`src/rtl/ram_arbiter_defs.vh`:
```
// FSM state encodings shared by the arbiter package and anything decoding the state.
`ifndef RAM_ARBITER_DEFS_VH
`define RAM_ARBITER_DEFS_VH
localparam logic [1:0] IDLE   = 2'd0;
localparam logic [1:0] SETUP  = 2'd1;
localparam logic [1:0] STROBE = 2'd2;
localparam logic [1:0] DONE   = 2'd3;
`endif

```
`src/rtl/ram_arbiter_pkg.sv`:
```
// Shared types and state encodings for the two-port RAM arbiter.
package ram_arbiter_pkg;
    `include "ram_arbiter_defs.vh"

    typedef logic [1:0] state_t;
endpackage

```
`src/rtl/rr_arbiter2.sv`:
```
// Two-way round-robin pick: lone requester wins; on a tie the port not served last wins.
// Purely combinational, no latency; no backpressure of its own.
module rr_arbiter2 (
    input  logic [1:0] req,
    input  logic       last_grant,
    output logic       valid,
    output logic       pick
);
    always_comb begin
        valid = |req;
        pick  = (req == 2'b11) ? ~last_grant : req[1];
    end
endmodule

```
`src/rtl/ram_arbiter.sv`:
```
// Shares a single-port async-read RAM between fetch (port 0) and data (port 1) with setup/strobe/hold writes.
// Ack two edges after the sampling edge, one access per four cycles; requesters hold req until ack.
module ram_arbiter
    import ram_arbiter_pkg::*;
#(
    parameter int addr_bits = 16,
    parameter int data_bits = 8
) (
    input  logic                 clk,
    input  logic                 reset_n,
    input  logic                 p0_req,
    input  logic                 p0_write,
    input  logic [addr_bits-1:0] p0_address,
    input  logic [data_bits-1:0] p0_data_in,
    output logic                 p0_ack,
    output logic [data_bits-1:0] p0_data_out,
    input  logic                 p1_req,
    input  logic                 p1_write,
    input  logic [addr_bits-1:0] p1_address,
    input  logic [data_bits-1:0] p1_data_in,
    output logic                 p1_ack,
    output logic [data_bits-1:0] p1_data_out,
    output logic                 ram_write_enable,
    output logic [addr_bits-1:0] ram_address,
    output logic [data_bits-1:0] ram_data_in,
    input  logic [data_bits-1:0] ram_data_out,
    output logic                 busy,
    output logic                 grant
);
    state_t state, next_state;
    logic   last_grant;
    logic   op_write;
    logic   arb_valid;
    logic   arb_pick;

    rr_arbiter2 u_arb (
        .req        ({p1_req, p0_req}),
        .last_grant (last_grant),
        .valid      (arb_valid),
        .pick       (arb_pick)
    );

    always_ff @(posedge clk or negedge reset_n) begin
        if (!reset_n) begin
            state <= IDLE;
        end else begin
            state <= next_state;
        end
    end

    always_comb begin
        next_state = state;
        case (state)
            IDLE:    if (arb_valid) next_state = SETUP;
            SETUP:   next_state = STROBE;
            STROBE:  next_state = DONE;
            default: next_state = IDLE;
        endcase
    end

    always_comb begin
        busy = (state != IDLE);
    end

    // Every RAM-facing signal is a flop, so the RAM never sees a req-to-output glitch.
    always_ff @(posedge clk or negedge reset_n) begin
        if (!reset_n) begin
            last_grant       <= 1'b1;
            grant            <= 1'b0;
            op_write         <= 1'b0;
            ram_write_enable <= 1'b0;
            ram_address      <= '0;
            ram_data_in      <= '0;
            p0_ack           <= 1'b0;
            p1_ack           <= 1'b0;
            p0_data_out      <= '0;
            p1_data_out      <= '0;
        end else begin
            case (state)
                IDLE: begin
                    if (arb_valid) begin
                        grant       <= arb_pick;
                        op_write    <= arb_pick ? p1_write   : p0_write;
                        ram_address <= arb_pick ? p1_address : p0_address;
                        ram_data_in <= arb_pick ? p1_data_in : p0_data_in;
                    end
                end
                SETUP: begin
                    ram_write_enable <= op_write;
                end
                STROBE: begin
                    ram_write_enable <= 1'b0;
                    if (!op_write) begin
                        if (grant) p1_data_out <= ram_data_out;
                        else       p0_data_out <= ram_data_out;
                    end
                    if (grant) p1_ack <= 1'b1;
                    else       p0_ack <= 1'b1;
                end
                default: begin
                    p0_ack     <= 1'b0;
                    p1_ack     <= 1'b0;
                    last_grant <= grant;
                end
            endcase
        end
    end
endmodule

```
`config.mk`:
```
export PLATFORM = sky130hd
export DESIGN_NAME = ram_arbiter
export DESIGN_NICKNAME = d
export VERILOG_FILES = /design/src/rtl/ram_arbiter_pkg.sv /design/src/rtl/rr_arbiter2.sv /design/src/rtl/ram_arbiter.sv
export VERILOG_INCLUDE_DIRS = /design/src /design/src/rtl
export SDC_FILE = /design/constraint.sdc
export NUM_CORES = 1
export LEC_CHECK = 0
export ABC_AREA = 1
export BUFFER_PORTS_ARGS = -buffer_cell sky130_fd_sc_hd__buf_2
export CORE_MARGIN = 2
export CORE_UTILIZATION = 38
export CTS_BUF_LIST = sky130_fd_sc_hd__clkbuf_8
export DETAILED_ROUTE_END_ITERATION = 12
export GPL_ROUTABILITY_DRIVEN = 0
export PLACE_DENSITY = 0.77
export SYNTH_ARGS = -nofsm -noshare
export SYNTH_HDL_FRONTEND = slang
export SYNTH_SLANG_ARGS = --single-unit
```
`constraint.sdc`:
```
create_clock -name clk -period 1.55 [get_ports clk]
set_input_delay 0.155 -clock clk [delete_from_list [all_inputs] [get_ports clk]]
set_output_delay 0.155 -clock clk [all_outputs]
set_load 0.01 [all_outputs]
```
# After elaboration in Yosys (flattened, before gate mapping)
# Index checks and enable logic that the tools add are counted.
[totals]
ff_bits = 48
input_bits = 62
output_inout_bits = 45
wordCells = 43
[op_classes]
eq_ne = 6
n_mux = 11
bitwise = 4
n_reduce_logical = 11
[op_table]
columns = ["cell", "count"]
rows = [
  ["16-bit two-way mux", 1],
  ["8-bit two-way mux", 1],
  ["2-bit != test (second input constant)", 3],
  ["1-bit case mux with 2 select lines", 3],
  ["2-bit case mux with 3 select lines", 1],
  ["2-bit AND reduction", 3],
  ["3-bit AND reduction", 2],
  ["2-bit equality test (second input constant)", 2],
  ["1-bit two-way mux", 4],
  ["1-bit NOT", 4],
  ["2-bit nonzero test", 2],
  ["2-bit OR reduction", 2],
  ["3-bit OR reduction", 1],
  ["2-bit by 1-bit equality test with 1-bit output (second input constant)", 1],
  ["2-bit logical NOT", 1],
  ["2-bit two-way mux", 1],
]

# Logic depth before layout (Yosys ltp)
# Gate-level depths: netlist of the first run.
[logic_depth]
depth_word = 4
mapped_depth = 8
depth_no_buf = 7

# By module
# Synthesis of the first run repeated with hierarchy kept, for this count alone.
[unflattened]
cells_unflattened = 307
hier_area_um2 = 2484.9
[modules_own_cells]
columns = ["module", "instances", "cells_each", "area_per_inst_um2", "seq_area_each_um2"]
rows = [
  ["ram_arbiter", 1, 304, 2469.9, 1202.4],
  ["rr_arbiter2", 1, 3, 15.0, 0.0],
]

# Least setup slack after synthesis of the first run
# OpenSTA, ideal clock, no wires.
[synth_path]
kind = "reg-to-reg"
from = "register state[0]"
to = "register p1_data_out[6]"
arrival_ps = 1232
required_time_ps = 1424
slack_ps = 192
stages_incl_launch_ff = 9
path_buffers = 1
period_less_slack_ps = 1358
path_cell_list = "dfrtp_1 -> inv_1 -> ha_1 -> inv_1 -> nor2_1 -> nand2_1 -> buf_2 -> nand2_1 -> o21ai_0"
[synth_via]
elab_chain_len = 2
[synth_lines]
columns = ["item", "line_no", "text"]
rows = [
  ["start: declaration", "ram_arbiter.sv:30", "state_t state, next_state;"],
  ["start signal: assignment", "ram_arbiter.sv:47", "state <= next_state;"],
  ["2-bit equality test", "ram_arbiter.sv:79", "case (state)"],
  ["3-bit AND reduction (no line)", "-", ""],
  ["end signal: assignment", "ram_arbiter.sv:94", "if (grant) p1_data_out <= ram_data_out;"],
  ["end: declaration", "ram_arbiter.sv:22", "output logic [data_bits-1:0] p1_data_out,"],
]
# Every way passes these cells.
# A chain may end at the register's enable or synchronous reset.

# Worst setup path in the final report of the first run
[layout_path]
from = "register state[0]"
to = "register ram_address[14]"
[layout_via]
elab_chain_len = 2
[layout_lines]
columns = ["item", "line_no", "text"]
rows = [
  ["2-bit logical NOT", "ram_arbiter.sv:79", ""],
  ["2-bit AND reduction (no line)", "-", ""],
  ["end signal: assignment", "ram_arbiter.sv:84", "ram_address <= arb_pick ? p1_address : p0_address;"],
  ["end: declaration", "ram_arbiter.sv:24", "output logic [addr_bits-1:0] ram_address,"],
]
# Every way passes these cells.

==> summary.txt, run 1 <==
Synthesis
  • Post-Synth Simple-Gate Area: between 20% and 30%
  • Part of the Yosys area used for sequential elements: 50.3%
  • Distinct cell type count after synthesis: 18
  • Synth top area share: between 40 and 50%
  • Largest area contributor in the netlist: dfrtp_1
  • Multiplexer share of the synthesized area: 0%
  • Post-Synth Adder-Cell Area: under 10%
  • Most common cell in the synthesized netlist: nand2_1
  • FFs w/ async S/R, synth: 100%
  • Cells after Synth: 313
  • Post-Synth XOR/XNOR Area: 0%
  • Post-Syn Area per Cell: 7.64 µm²
  • Complex-gate fraction of the synthesized area: approximately 5.7%
  • Post-synth EDFFs: 0
  • Commonest cells in the netlist: 96 x nand2_1, 65 x inv_1, 51 x nand3_1
  • Top_reg_cell synth: dfrtp_1
  • Largest family of logic cells by synthesized area: simple AND/OR/NAND/NOR gates
  • Post-synth design cell area: roughly 0.0024 mm²
  • Syn nets: 380
  • YS warnings: 0
  • Area contributors post-synth: dfrtp_1 49%, nand2_1 15%, nand3_1 11%
  • Yosys reg bits: 48

Setup path
  • Critical-path top delay cell: dfrtp_1
  • CP max stage delay: between 0.4 and 0.5 ns
  • Largest fanout on the critical path: 25
  • CP Class: reg -> reg
  • Worst EP required: between 1.5 and 2 ns
  • Startpoint types: flop
  • CP Cell Sequence: inv_1 -> ha_2 -> inv_1 -> nor2_4 -> buf_12 -> nand3_1 -> nand2_1
  • Most frequent CP cell: inv_1
  • WP data arrival: 1.66 ns
  • Worst Setup End Kind: flop

Finish
  • Share of cells above drive strength 1: between 30% and 40%
  • Area of the multi-input gates: between 800 and 900 µm²
  • Net count, final: 488
  • Register area: about 0.0012 mm²
  • Area growth from synthesis to layout: 32.4%
  • Fill cell count: slightly below 600
  • Final core utilization: about 53%
  • Total inserted antenna cells: 0
  • Non-Filler Cell Area, Final: 0.00316 mm²

Clocking
  • CTS HTree Levels: 2
  • Clk buf depth: 2
  • Root Driver: clkbuf_8
  • Total CTS buffers: 5
  • Post-CTS setup buffer count: 0
  • CTS tree: yes
  • CTS sink cnt: between 40 and 50
  • Worst-path clk slew: ~0.090 ns
  • Clock Latency Late Sink: 0.30 ns

Timing
  • Period utilization: roughly nine tenths
  • Final min period: between 1 and 1.5 ns
  • Unrepaired setup endpoints after global routing: no
  • Clock Skews: 0.00883 ns
  • # setup viols final: 0
  • Worst Max-Slew Pin Slew: 0.671 ns
  • Worst rel slew slack: a little under three fifths
  • Fin. Hold Viols: 0
  • Achievable frequency: ~700 MHz
  • Slew Viols, Final: 0
  • Hold_ws: 0.117 ns

Global routing
  • Vias in the first global route: 2303
  • Largest net degree at the start of global routing: 27
  • GR Overflow Total: 0
  • Global-route wire length before repair: about 10 mm
  • Overall routing resource usage: approximately 18%
  • Initial antenna violation count: 0

Detailed routing
  • Drt drc: 0
  • Vias/cell: 4.55
  • Post-DR wirelength/cell: 11.8 µm
  • First-pass DRT Iterations: 5
  • Post-DRT Antenna Nets: 0
  • Routed WL: ~5.9 mm
  • 1st-iter DRT viols: 89
  • Via count: about 2300

Placement
  • Placed cell areas: 0.00301 mm²
  • PortBufs: roughly 110
  • Final HPWL DP: 4.41 mm

Floorplanning
  • Die width: around 83 µm
  • Initial Util: 39.9%
  • Ports: between 100 and 150
  • Row count: 28
  • Die area: 0.00694 mm²
  • Core area: 0.00599 mm²
  • Die height: ~83 µm

Run
  • Max-cap violation count: 0

Run status
  • Status: finished clean

Power and ir drop
  • Lkg Pwr: between 1.5 and 2 nW
  • Pwr dens: 1830 mW/mm²
  • VDD IR max: between 0.0007 and 0.0008 V

Min path
  • Hold crit path type: in -> reg
-- stage by stage --
step | setup slack, ns | setup TNS [ns] | power [W] | cells
2_1_floorplan | 0.192 | 0 | 0.00380 | 313
6_report | 0.124 | 0 | 0.00579 | 497
5_1_grt | 0.000625 | 0 | 0.00630 | 497
3_3_place_gp | 0.121 | 0 | 0.00477 | 488
4_1_cts | -0.0440 | -0.174 | 0.00580 | 497
3_5_place_dp | -0.0102 | -0.0161 | 0.00485 | 488
-- kinds of logic after synthesis --
family | count (synthesis)
compound gates | 25
simple gates | 157
fa+ha+maj | 5
buf+inv | 78
flops | 48
-- state kept, by name, summed over array words and instances (netlist names) --
register	cells
p0_ack	1
last_grant	1
p1_ack	1
p0_data_out	8
ram_data_in	8
grant	1
p1_data_out	8
ram_address	16
state	2
ram_write_enable	1
op_write	1
-- power by group --
part           leakage (nW)  switching, W  internal (W)
Combinational          1.30       0.00154       0.00105
Sequential            0.585      0.000369       0.00190
Clock                0.0548      0.000439      0.000486
Total                  1.94       0.00235       0.00344
-- worst max-delay path: cells and delay by family (launching register included) --
| family | cells | cell delay, ns |
|---|---|---|
| buffers and inverters | 3 | 0.39 |
| and+or+nand+nor | 3 | 0.29 |
| DFF | 1 | 0.42 |
| adders and majority gates | 1 | 0.25 |
-- layout by cell type, fill, tap and decap left out --
cell type | Yosys | routed
o21ai_4 | 1 | 1
buf_2 | 5 | 106
nand2_1 | 96 | 94
dfrtp_1 | 47 | 47
dlygate4sd3_1 | 0 | 1
nand2_4 | 0 | 2
nor3_1 | 1 | 1
nand2_2 | 2 | 2
clkinvlp_4 | 0 | 1
ha_1 | 5 | 4
a21oi_1 | 3 | 3
dfstp_2 | 1 | 1
buf_12 | 0 | 2
nor2_1 | 6 | 5
bufinv_16 | 0 | 1
o21ai_0 | 21 | 21
nor2_4 | 1 | 2
inv_1 | 65 | 65
buf_4 | 4 | 5
inv_6 | 0 | 1
clkbuf_8 | 0 | 5
ha_2 | 0 | 1
nand3_1 | 51 | 51
-- per-layer routing --
metal  up-vias  part of all wire [%]  global-route usage, %  wire, µm
met3         6                   5.6                   3.48       327
met5         -                     0                      0         0
li1       1162                     -                      -         -
met2        77                    51                   32.3      2990
met4         0                   1.2                   6.56        72
met1      1017                    42                   20.5      2460
-- path summary, 6_finish.rpt --
check | startpoint | endpoint | slack [ns] | cells after the start
worst max-delay path | state[0] | ram_address[14] | 0.12 | 7
worst min-delay path | ram_data_out[0] | p1_data_out[0] | 0.12 | 3
worst max register to register | state[0] | ram_address[14] | 0.12 | 7
worst min register to register | ram_address[3] | ram_address[3] | 0.48 | 2
max in group asynchronous | reset_n | p0_data_out[7] | 0.67 | 3
min in group asynchronous | reset_n | p0_data_out[5] | 0.34 | 2
-- final cells by class --
class | count | area share (%)
Sequential cell | 48 | 38.0
Multi-Input combinational cell | 187 | 28.2
Timing Repair Buffer | 114 | 19.5
Inverter | 65 | 7.71
Tap cell | 75 | 2.97
Clock buffer | 5 | 2.17
Clock inverter | 3 | 1.46
-- timing repair --
action                                  CTS  global route
resized for setup                         0             7
endpoints found under the hold margin    16             0
endpoints found under the setup margin   10            41
hold buffers                              1             0
Note: power is estimated with default switching activity, not from simulation.
==> inputs of run 2 (changes only) <==
--- a/config.mk
+++ b/config.mk
@@ -13,7 +13,9 @@
 export CTS_BUF_LIST = sky130_fd_sc_hd__clkbuf_8
 export DETAILED_ROUTE_END_ITERATION = 12
 export GPL_ROUTABILITY_DRIVEN = 0
-export PLACE_DENSITY = 0.77
+export PLACE_DENSITY = 0.79
+export SKIP_CTS_REPAIR_TIMING = 1
 export SYNTH_ARGS = -nofsm -noshare
 export SYNTH_HDL_FRONTEND = slang
+export SYNTH_HIERARCHICAL = 1
 export SYNTH_SLANG_ARGS = --single-unit
==> constraint.sdc (replaced) <==
create_clock -name clk -period 1.15 [get_ports clk]
set_input_delay 0.115 -clock clk [delete_from_list [all_inputs] [get_ports clk]]
set_output_delay 0.115 -clock clk [all_outputs]
set_load 0.01 [all_outputs]
==> summary.txt, run 2 <==
Timing
  • Worst Max-Slew Pin Slew: 0.278 ns (-0.394 ns)
  • Fin. Hold Viols: 0 (unchanged)
  • Final min period: around 1.3 ns
  • Period utilization: 114%
  • Clock Skews: 0.00717 ns (-0.00166 ns)
  • Worst rel slew slack: 81.5% (+26 points)
  • # setup viols final: 48 (+48)
  • Slew Viols, Final: 0 (unchanged)
  • Achievable frequency: around 760 MHz
  • Final worst slack: -0.161 ns (-0.286 ns)
  • Hold_ws: 0.0733 ns (-0.0441 ns)
  • Unrepaired setup endpoints after global routing: yes

Clocking
  • Root Driver: clkbuf_8
  • CTS HTree Levels: 2 (unchanged)
  • Clock Latency Late Sink: 0.30 ns (about the same)
  • Worst-path clk slew: 0.09 ns (about the same)
  • Total CTS buffers: 5 (unchanged)
  • CTS tree: yes
  • Clk buf depth: 2 (unchanged)
  • CTS sink cnt: 48 (unchanged)

Min path
  • WHS Path Cells: 3 (unchanged)
  • Hold crit path type: in -> reg

Global routing
  • GR Overflow Total: 0 (unchanged)
  • Largest net degree at the start of global routing: 26 (-3.7%)
  • Overall routing resource usage: 17.2% (-0.58 points)
  • Global-route wire length before repair: 10.1 mm (-1.0%)
  • Initial antenna violation count: 0 (unchanged)
  • Vias in the first global route: 2286 (-0.74%)

Finish
  • Register area: 0.00120 mm² (+0.10%)
  • Total inserted antenna cells: 0 (unchanged)
  • Non-Filler Cell Area, Final: 0.00369 mm² (+17%)
  • Commonest non-fill, non-tap cell in the layout: nand2_1
  • Net count, final: 517 (+5.9%)
  • Top reg by flops: ram_address
  • Area of the multi-input gates: 0.00126 mm² (+41%)
  • Largest register FFs: 16 (unchanged)
  • Share of cells above drive strength 1: 47.3% (+17 points)
  • Fill cell count: 568 (-1.9%)
  • Area growth from synthesis to layout: 48.5%
  • Commonest non-fill, non-tap cells in the layout: 155 x nand2_1, 104 x buf_2, 46 x dfrtp_1, 27 x buf_4, 23 x nand2_2

Placement
  • PortBufs: 106 (unchanged)
  • Final HPWL DP: 4.75 mm (+7.7%)
  • Pre-CTS WS: -0.155 ns (-0.145 ns)
  • Placed cell areas: 0.00336 mm² (+12%)

Power and ir drop
  • Pwr dens: 2520 mW/mm² (+38%)
  • Share of total power in the clock network: 14.3% (-1.7 points)
  • Pint: 0.00560 W (+63%)
  • VDD IR max: 0.00161 V (+110%)
  • Comb pwr share: 53.6% (+8.7 points)
  • Sw Pwr: 0.00371 W (+58%)
  • Flop pwr share: 32.2% (-6.9 points)
  • Switching Share: 39.9% (-0.79 points)
  • Lkg Pwr: 2.14 nW (+11%)

Synthesis
  • Cells after Synth: 307 (-1.9%)
  • Synth top area share: 47.3% (-1.9 points)
  • Top_reg_cell synth: dfrtp_1
  • Commonest cells in the netlist: 177 x nand2_1, 47 x dfrtp_1, 13 x nand3_1
  • Most common cell in the synthesized netlist: nand2_1
  • YS warnings: 6 (+6)
  • Yosys reg bits: 48 (unchanged)
  • Distinct cell type count after synthesis: 23 (+5)
  • Area contributors post-synth: dfrtp_1 47%, nand2_1 27%, nand2_4 4.5%
  • Post-synth design cell area: 0.00248 mm² (+4.0%)
  • Post-Syn Area per Cell: 8.09 µm² (+6.0%)
  • Syn nets: 375 (-1.3%)
  • Largest area contributor in the netlist: dfrtp_1
  • Part of the Yosys area used for sequential elements: 48.4% (-1.9 points)
  • Post-synth EDFFs: 0 (unchanged)
  • FFs w/ async S/R, synth: 100% (unchanged)

Setup path
  • CP Buf/Inv Count: 4 (+1)
  • CP Class: reg -> out
  • Cells on worst reg2reg path: 7 (unchanged)
  • Startpoint types: flop
  • Largest fanout on the critical path: 4 (-84%)
  • Worst path depth: 5 (-2)
  • Worst Setup End Kind: output port
  • Crit path max-delay family: flip-flops
  • Critical-path top delay cell: dfrtp_1
  • WP data arrival: 1.20 ns (-0.46 ns)
  • CP Cell Sequence: inv_2 -> ha_4 -> buf_6 -> inv_2 -> buf_6
  • CP max stage delay: 0.41 ns (about the same)
  • Worst EP required: 1.03 ns (-0.75 ns)

Detailed routing
  • Routed WL: 6.30 mm (+7.7%)
  • Post-DR wirelength/cell: 12.0 µm (+1.6%)
  • Drt drc: 0 (unchanged)
  • Vias/cell: 4.66 (+2.4%)
  • First-pass DRT Iterations: 4 (-1)
  • Post-DRT Antenna Nets: 0 (unchanged)
  • Via count: 2455 (+8.5%)
  • 1st-iter DRT viols: 81 (-9.0%)

Floorplanning
  • Initial Util: 39.1% (-0.76 points)
  • Ports: 107 (unchanged)
  • Die height: 84.9 µm (+1.9%)
  • Die area: 0.00720 mm² (+3.8%)
  • Row count: 29 (+3.6%)
  • Die width: 84.9 µm (+1.9%)
  • Core area: 0.00635 mm² (+6.0%)

Run status
  • Status: finished, violations left
  • Violated checks: negative setup slack

Run
  • Max-cap violation count: 0 (unchanged)
## run 2: cell type report
class                      instances  share of cell area, %
multi-input combinational        234                   34.1
sequential                        48                   32.6
timing repair buffer             147                   25.4
clock buffer                       7                   2.61
tap                               77                   2.61
inverter                          13                   1.86
clock inverter                     1                  0.814
## run 2: worst reg2reg max path, stage by stage, from the launching register on
cell	delay, ns
dfrtp_1	0.41
inv_2	0.11
ha_4	0.16
buf_4	0.14
nand2_8	0.10
buf_4	0.17
nand2_1	0.05
nand2_1	0.05
## run 2: worst paths after layout
path / start / end / slack, ns
worst max-delay path: state[0] / busy / -0.16
worst min-delay path: ram_data_out[1] / p1_data_out[1] / 0.07
worst max register to register: state[0] / ram_address[2] / -0.14
worst min register to register: p0_data_out[4] / p0_data_out[4] / 0.47
max in group asynchronous: reset_n / last_grant / 0.45
min in group asynchronous: reset_n / ram_address[5] / 0.23
## run 2: power by group through the flow
stage / registers, W / clock network, W / logic, W
finish: 0.00300 / 0.00133 / 0.00499
global route: 0.00310 / 0.00142 / 0.00556
CTS: 0.00301 / 0.00136 / 0.00436
detailed placement: 0.00303 / 0 / 0.00435
global placement: 0.00300 / 0 / 0.00424
floorplan: 0.00333 / 0 / 0.00239
## run 2: per-layer routing
layer	wire [µm]	GRT usage (%)
met5	0	0
met4	146	6.35
met3	326	2.72
met2	3280	30.9
met1	2550	20.7
## run 2: kinds of logic after synthesis
| group | synth area share, % |
|---|---|
| buffers and inverters | 7.60 |
| AOI/OAI and AO/OA | 0.805 |
| and+or+nand+nor | 40.2 |
| adders and majority gates | 3.02 |
| DFF | 48.4 |
## run 2: stage by stage
step	power (W)	cells	utilization (%)	TNS, ns
floorplan	0.00572	307	-	-0.0607
global placement	0.00725	505	53.0	-2.71
detailed placement	0.00738	505	53.0	-3.77
CTS	0.00873	513	55.0	-4.83
global route	0.0101	527	58.1	-8.24
finish	0.00931	527	58.1	-4.44
